**src/rtl/fmul_arbiter_pkg.sv**
```systemverilog
// Shared FPU types and constants for the fmul arbiter slice.
package fpu_pkg;

  localparam int FMUL_LATENCY = 2;
  localparam int FP_W         = 32;
  // Tag id is sized for the largest supported requester count (8).
  localparam int TAG_ID_W     = 3;

  typedef struct packed {
    logic                valid;
    logic [TAG_ID_W-1:0] id;
  } tag_t;

endpackage

```
**src/rtl/fmul_arbiter_if.sv**
```systemverilog
// Requester-facing bundle: per-requester operand handshake and result strobe.
import fpu_pkg::*;

interface fmul_arbiter_if #(
  parameter int N_REQ = 4
);
  logic [N_REQ-1:0]      req_valid;
  logic [FP_W*N_REQ-1:0] req_s;
  logic [FP_W*N_REQ-1:0] req_t;
  logic [N_REQ-1:0]      req_ready;
  logic [N_REQ-1:0]      resp_valid;
  logic [FP_W-1:0]       resp_d;
  logic                  resp_overflow;
  logic                  resp_underflow;

  modport slave (
    input  req_valid, req_s, req_t,
    output req_ready, resp_valid, resp_d, resp_overflow, resp_underflow
  );

  modport master (
    output req_valid, req_s, req_t,
    input  req_ready, resp_valid, resp_d, resp_overflow, resp_underflow
  );
endinterface

```
**src/rtl/fmul_arbiter_rr_pick.sv**
```systemverilog
// Rotate-priority encoder: first set request at or after ptr, modulo N_REQ.
import fpu_pkg::*;

module fmul_rr_pick #(
  parameter int N_REQ = 4,
  parameter int ID_W  = 2
) (
  input  logic [N_REQ-1:0] req,
  input  logic [ID_W-1:0]  ptr,
  output logic [N_REQ-1:0] grant,
  output logic [ID_W-1:0]  idx,
  output logic             any
);

  localparam int unsigned NR = N_REQ;

  int unsigned pos;

  // Scan from the farthest offset down to ptr so the closest requester wins last.
  always_comb begin
    grant = '0;
    idx   = '0;
    any   = 1'b0;
    pos   = '0;
    for (int unsigned k = NR; k > 0; k--) begin
      pos = 32'(ptr) + k - 1;
      if (pos >= NR) pos = pos - NR;
      if (req[pos[ID_W-1:0]]) begin
        grant                 = '0;
        grant[pos[ID_W-1:0]]  = 1'b1;
        idx                   = pos[ID_W-1:0];
        any                   = 1'b1;
      end
    end
  end

endmodule

```
**src/rtl/fmul_arbiter.sv**
```systemverilog
// Round-robin sharing of one pipelined FP multiplier with tag-routed results.
import fpu_pkg::*;

module fmul_arbiter #(
  parameter int N_REQ   = 4,
  parameter int LATENCY = FMUL_LATENCY,
  parameter int ID_W    = 2
) (
  input  logic                 clk,
  input  logic                 rst,
  fmul_arbiter_if.slave        bus,
  output logic [FP_W-1:0]      fmul_s,
  output logic [FP_W-1:0]      fmul_t,
  input  logic [FP_W-1:0]      fmul_d,
  input  logic                 fmul_overflow,
  input  logic                 fmul_underflow,
  output logic [ID_W+1:0]      inflight
);

  localparam int               CNT_W = ID_W + 2;
  localparam logic [N_REQ-1:0] ONE   = 1;

  logic [ID_W-1:0]  rr_ptr;
  logic [N_REQ-1:0] grant;
  logic [ID_W-1:0]  gidx;
  logic             any;
  logic             accept;
  tag_t             tag_q [LATENCY];
  logic [N_REQ-1:0] resp_valid_q;
  logic [FP_W-1:0]  resp_d_q;
  logic             resp_ovf_q;
  logic             resp_unf_q;
  logic [CNT_W-1:0] inflight_q;

  fmul_rr_pick #(.N_REQ(N_REQ), .ID_W(ID_W)) u_pick (
    .req   (bus.req_valid),
    .ptr   (rr_ptr),
    .grant (grant),
    .idx   (gidx),
    .any   (any)
  );

  // Grant is masked during reset so nothing is accepted in that cycle.
  always_comb begin
    accept        = any & ~rst;
    bus.req_ready = accept ? grant : '0;
    fmul_s        = accept ? bus.req_s[gidx*FP_W +: FP_W] : '0;
    fmul_t        = accept ? bus.req_t[gidx*FP_W +: FP_W] : '0;
  end

  // Advance the pointer past the accepted requester; hold when idle.
  always_ff @(posedge clk) begin
    if (rst) begin
      rr_ptr <= '0;
    end else if (accept) begin
      rr_ptr <= (32'(gidx) == N_REQ - 1) ? '0 : gidx + ID_W'(1);
    end
  end

  // Tag shift register tracks which requester owns each multiplier stage.
  always_ff @(posedge clk) begin
    if (rst) begin
      for (int unsigned k = 0; k < LATENCY; k++) tag_q[k] <= '0;
    end else begin
      tag_q[0] <= '{valid: accept, id: TAG_ID_W'(gidx)};
      for (int unsigned k = 1; k < LATENCY; k++) tag_q[k] <= tag_q[k-1];
    end
  end

  // Capture the multiplier result and strobe its owner; data holds when idle.
  always_ff @(posedge clk) begin
    if (rst) begin
      resp_valid_q <= '0;
      resp_d_q     <= '0;
      resp_ovf_q   <= 1'b0;
      resp_unf_q   <= 1'b0;
    end else if (tag_q[LATENCY-1].valid) begin
      resp_valid_q <= ONE << tag_q[LATENCY-1].id;
      resp_d_q     <= fmul_d;
      resp_ovf_q   <= fmul_overflow;
      resp_unf_q   <= fmul_underflow;
    end else begin
      resp_valid_q <= '0;
    end
  end

  // Outstanding-request count: up on accept, down on each response strobe.
  always_ff @(posedge clk) begin
    if (rst) begin
      inflight_q <= '0;
    end else begin
      unique case ({accept, |resp_valid_q})
        2'b10:   inflight_q <= inflight_q + CNT_W'(1);
        2'b01:   inflight_q <= inflight_q - CNT_W'(1);
        default: inflight_q <= inflight_q;
      endcase
      inflight_le_max: assert (32'(inflight_q) <= LATENCY + 1);
    end
  end

  assign bus.resp_valid     = resp_valid_q;
  assign bus.resp_d         = resp_d_q;
  assign bus.resp_overflow  = resp_ovf_q;
  assign bus.resp_underflow = resp_unf_q;
  assign inflight           = inflight_q;

endmodule
```
**src/flat_wrapper.sv**
```systemverilog
// flat-port wrapper written by rule: the top's interface ports become plain ports
module fmul_arbiter_flat 
#(
  parameter int N_REQ   = 4,
  parameter int LATENCY = FMUL_LATENCY,
  parameter int ID_W    = 2
)
  (clk, rst, fmul_s, fmul_t, fmul_d, fmul_overflow, fmul_underflow, inflight, bus_req_valid, bus_req_s, bus_req_t, bus_req_ready, bus_resp_valid, bus_resp_d, bus_resp_overflow, bus_resp_underflow);
  fmul_arbiter_if #(.N_REQ(N_REQ)) bus_i ();
  input  logic clk;
  input  logic rst;
  output logic [FP_W-1:0] fmul_s;
  output logic [FP_W-1:0] fmul_t;
  input  logic [FP_W-1:0] fmul_d;
  input  logic fmul_overflow;
  input  logic fmul_underflow;
  output logic [ID_W+1:0] inflight;
  input wire logic [$bits(bus_i.req_valid)-1:0] bus_req_valid;
  input wire logic [$bits(bus_i.req_s)-1:0] bus_req_s;
  input wire logic [$bits(bus_i.req_t)-1:0] bus_req_t;
  output wire logic [$bits(bus_i.req_ready)-1:0] bus_req_ready;
  output wire logic [$bits(bus_i.resp_valid)-1:0] bus_resp_valid;
  output wire logic [$bits(bus_i.resp_d)-1:0] bus_resp_d;
  output wire logic [$bits(bus_i.resp_overflow)-1:0] bus_resp_overflow;
  output wire logic [$bits(bus_i.resp_underflow)-1:0] bus_resp_underflow;
  assign bus_i.req_valid = bus_req_valid;
  assign bus_i.req_s = bus_req_s;
  assign bus_i.req_t = bus_req_t;
  assign bus_req_ready = bus_i.req_ready;
  assign bus_resp_valid = bus_i.resp_valid;
  assign bus_resp_d = bus_i.resp_d;
  assign bus_resp_overflow = bus_i.resp_overflow;
  assign bus_resp_underflow = bus_i.resp_underflow;
  fmul_arbiter #(.N_REQ(N_REQ), .LATENCY(LATENCY), .ID_W(ID_W)) u_core (.clk(clk), .rst(rst), .bus(bus_i), .fmul_s(fmul_s), .fmul_t(fmul_t), .fmul_d(fmul_d), .fmul_overflow(fmul_overflow), .fmul_underflow(fmul_underflow), .inflight(inflight));
endmodule
```
**config.mk**
```make
export PLATFORM = sky130hd
export DESIGN_NAME = fmul_arbiter_flat
export DESIGN_NICKNAME = d
export VERILOG_FILES = /design/src/rtl/fmul_arbiter_pkg.sv /design/src/rtl/fmul_arbiter_if.sv /design/src/rtl/fmul_arbiter_rr_pick.sv /design/src/rtl/fmul_arbiter.sv /design/src/flat_wrapper.sv
export SDC_FILE = /design/constraint.sdc
export NUM_CORES = 1
export LEC_CHECK = 0
export BUFFER_PORTS_ARGS = -buffer_cell sky130_fd_sc_hd__buf_2
export CORE_AREA = 2 2 157 159
export DETAILED_ROUTE_END_ITERATION = 6
export DIE_AREA = 0 0 159 161
export PLACE_DENSITY_LB_ADDON = 0.25
export SLEW_MARGIN = 20
export SYNTH_ARGS = -nofsm -noshare
export SYNTH_HDL_FRONTEND = slang
export SYNTH_SLANG_ARGS = --single-unit
```
**constraint.sdc**
```tcl
create_clock -name clk -period 2.5 [get_ports clk]
set_clock_uncertainty 0.15 [all_clocks]
set_input_delay 0 -clock clk [delete_from_list [all_inputs] [get_ports clk]]
set_output_delay 0 -clock clk [all_outputs]
set_load 0.02 [all_outputs]
```
==> flow_summary.toml <==
[layout]
nets = 1203
multi_input_area_um2 = 3570
fill_cells = 2515
mostFrequentLayoutCells = "386 x buf_2, 119 x mux2i_1, 64 x o22ai_2"
area_delta_synth_final_pct = 95.5
mostFrequentLayoutCell = "buf_2"
seqCellArea_um2 = 1000
final_util = 0.342
drive_above_1_share = 0.659

[global_route]
grt_pass1_vias = 5493
grtUsageTotal = 0.152
grt-ovfl-total = 0
grt_pass1_wl_um = 30800
grt_max_degree = 45
antenna_found_initial = 7

[synthesis]
netlist_area_um2 = 4200
synth_cell_types = 41
synth_top_area_frac = 0.394
ys_seq_elements = 50
yosysWarnings = 0
synth_nets = 745
ys.flop_type = "dfxtp_1"
seq_area_frac_synth = 0.239
synth_top_area_cell = "mux2i_1"
synthCells = 438
synthArstFlopShare = 0
synth_area_leaders = "mux2i_1 39%, dfxtp_1 24%, o22ai_1 10%"
syn_avg_cell_area_um2 = 9.58
synth_edf_count = 0

[sta]
holdWs_ns = 0.0507
clock.fmax_mhz = 348
finalSetupViolCount = 68
worst_slack_ns = -0.370
hold_viol = 0
min_period_over_period = 1.15
worst_pin_slew_ns = 0.580
setup_tns_ns = -18.90
drv_slew = 0
grt_setup_unrepaired = "true"
slew_headroom = 0.614
layout_min_cycle_time_ns = 2.87

[clock_network]
insertion_delay_ns = 0.29
h-tree-depth = 2
cts_buffer_depth = 2
cts_tree = "yes"
clkTransAtPathRegs_ns = 0.06
numCtsBuffers = 5
cts_num_sinks = 50
cts_root_buf = "clkbuf_16"

[routing]
drt-initial-drc-count = 218
viasPerCell = 4.24
ant_nets = 0
drtPass1Iterations = 5
post_drt_wl_per_cell_um = 17.1
num_vias = 5193
drc = 0
drt-total-wl_um = 21000

[run]
drv_cap = 0

[placed_design]
dp_hpwl_um = 16800
gp_congestion = 0.839
portBuffers = 405

[die]
dieArea_um2 = 25600
die_x_um = 159
pin_count = 406
initial_core_util = 0.175
rows = 57
dieHeight_um = 161
core_um2 = 24000

[status]
violations = "negative setup slack"
status = "finished with violations"

[setup_path]
crit_fanout = 17
setup.worst_path.end_class = "output port"
critPathLaunchType = "flip-flop"
critPathBufInv = 4
critPathMaxStageDelay_ns = 0.36
cp.required_ns = 2.35
critical-path-top-delay-family = "buffers and inverters"
cp.arrival_ns = 2.72
cp_slowest_cell = "dfxtp_2"
cp_cell_sequence = "inv_2 -> ha_4 -> mux4_2 -> o21bai_4 -> a32oi_4 -> buf_12 -> buf_12 -> mux2i_2 -> o22ai_2 -> buf_2"
crit_top_cell = "buf_12"
critical_path_class = "flip-flop to output port"

[pwr]
leakagePower_uw = 0.00417
finalPower_uw = 8020
vdd_drop_max_mv = 0.428
p_per_area_nw_per_um2 = 978

[worst_hold_path]
hp-class = "input port to flip-flop"
## kinds of logic after synthesis
logic type / count (synthesis) / synth area share
mux: 170 / 0.415
compound gates: 87 / 0.141
simple gates: 73 / 0.0793
flops: 50 / 0.239
buf+inv: 42 / 0.0826
fa+ha+maj: 11 / 0.0328
xor+xnor: 5 / 0.0104
## cell usage after synthesis, types with 2 or more instances
cell,count
a211oi_1,3
a21oi_1,5
a221oi_1,4
buf_1,3
buf_12,9
buf_6,2
clkbuf_1,18
clkbuf_4,4
dfxtp_1,50
ha_1,11
inv_1,2
inv_2,2
mux2_1,2
mux2i_1,165
mux4_2,3
nand2_1,5
nand2b_1,4
nor2_1,45
nor2b_1,5
nor3_1,4
o22ai_1,68
or2_1,2
xor2_1,4
## report_power, final
| part | internal, uW | leakage, uW | switching [uW] |
|---|---|---|---|
| Sequential | 869 | 0.000410 | 49.0 |
| Clock | 396 | 0.0000729 | 289 |
| Combinational | 3250 | 0.00369 | 3160 |
## metrics by stage
| step | std cells | cell area, um2 | setup WS, ns |
|---|---|---|---|
| floorplan | 438 | 4620 | 0.0239 |
| global placement | 1166 | 7110 | -0.218 |
| detailed placement | 1166 | 7110 | -0.197 |
| CTS | 1220 | 8030 | -0.366 |
| global route | 1223 | 8200 | -0.467 |
| finish | 1224 | 8200 | -0.370 |
## final cells by class
| cell class | count | share of cell area |
|---|---|---|
| Antenna cell | 3 | 0.000915 |
| Clock buffer | 6 | 0.0169 |
| Clock inverter | 2 | 0.00153 |
| Inverter | 4 | 0.00183 |
| Multi-Input combinational cell | 346 | 0.435 |
| Sequential cell | 50 | 0.122 |
| Tap cell | 324 | 0.0494 |
| Timing Repair Buffer | 489 | 0.371 |
## state kept, by name, summed over array words and instances (netlist names)
register,cells
u_core.tag_q,6
u_core.rr_ptr,2
u_core.inflight,4
u_core.bus.resp_underflow,1
u_core.bus.resp_d,32
u_core.bus.resp_valid,4
u_core.bus.resp_overflow,1
## per-layer routing
layer	track usage	up-vias	part of all wire
li1	-	2571	-
met1	0.154	2347	0.36
met2	0.305	235	0.54
met3	0.0378	32	0.069
met4	0.0475	8	0.027
met5	0	-	0.0021
## path summary, 6_finish.rpt
kind / slack, ns / from / to / depth (start not counted)
worst max register to register: 0.02 / u_core.rr_ptr[0] / u_core.rr_ptr[1] / 11
worst max-delay path: -0.37 / u_core.rr_ptr[0] / fmul_t[28] / 10
worst min-delay path: 0.05 / bus_req_valid[2] / u_core.rr_ptr[1] / 5
worst min register to register: 0.29 / u_core.tag_q[0][3] / u_core.tag_q[0][7] / 1
## repair_timing
action,in CTS,in global routing
endpoints found under the setup margin,68,70
buffers inserted,9,2
pin swaps,2,2
hold endpoints to repair,35,0
hold buffers,35,0
gates resized for setup,70,39
gates cloned,2,1
## worst min-delay path: stages
cell and delay (ns):
buf_2 0.14, nor4_1 0.06, buf_4 0.14, nand2_1 0.07, a21oi_2 0.05
Power figures use the tool's default switching activity.
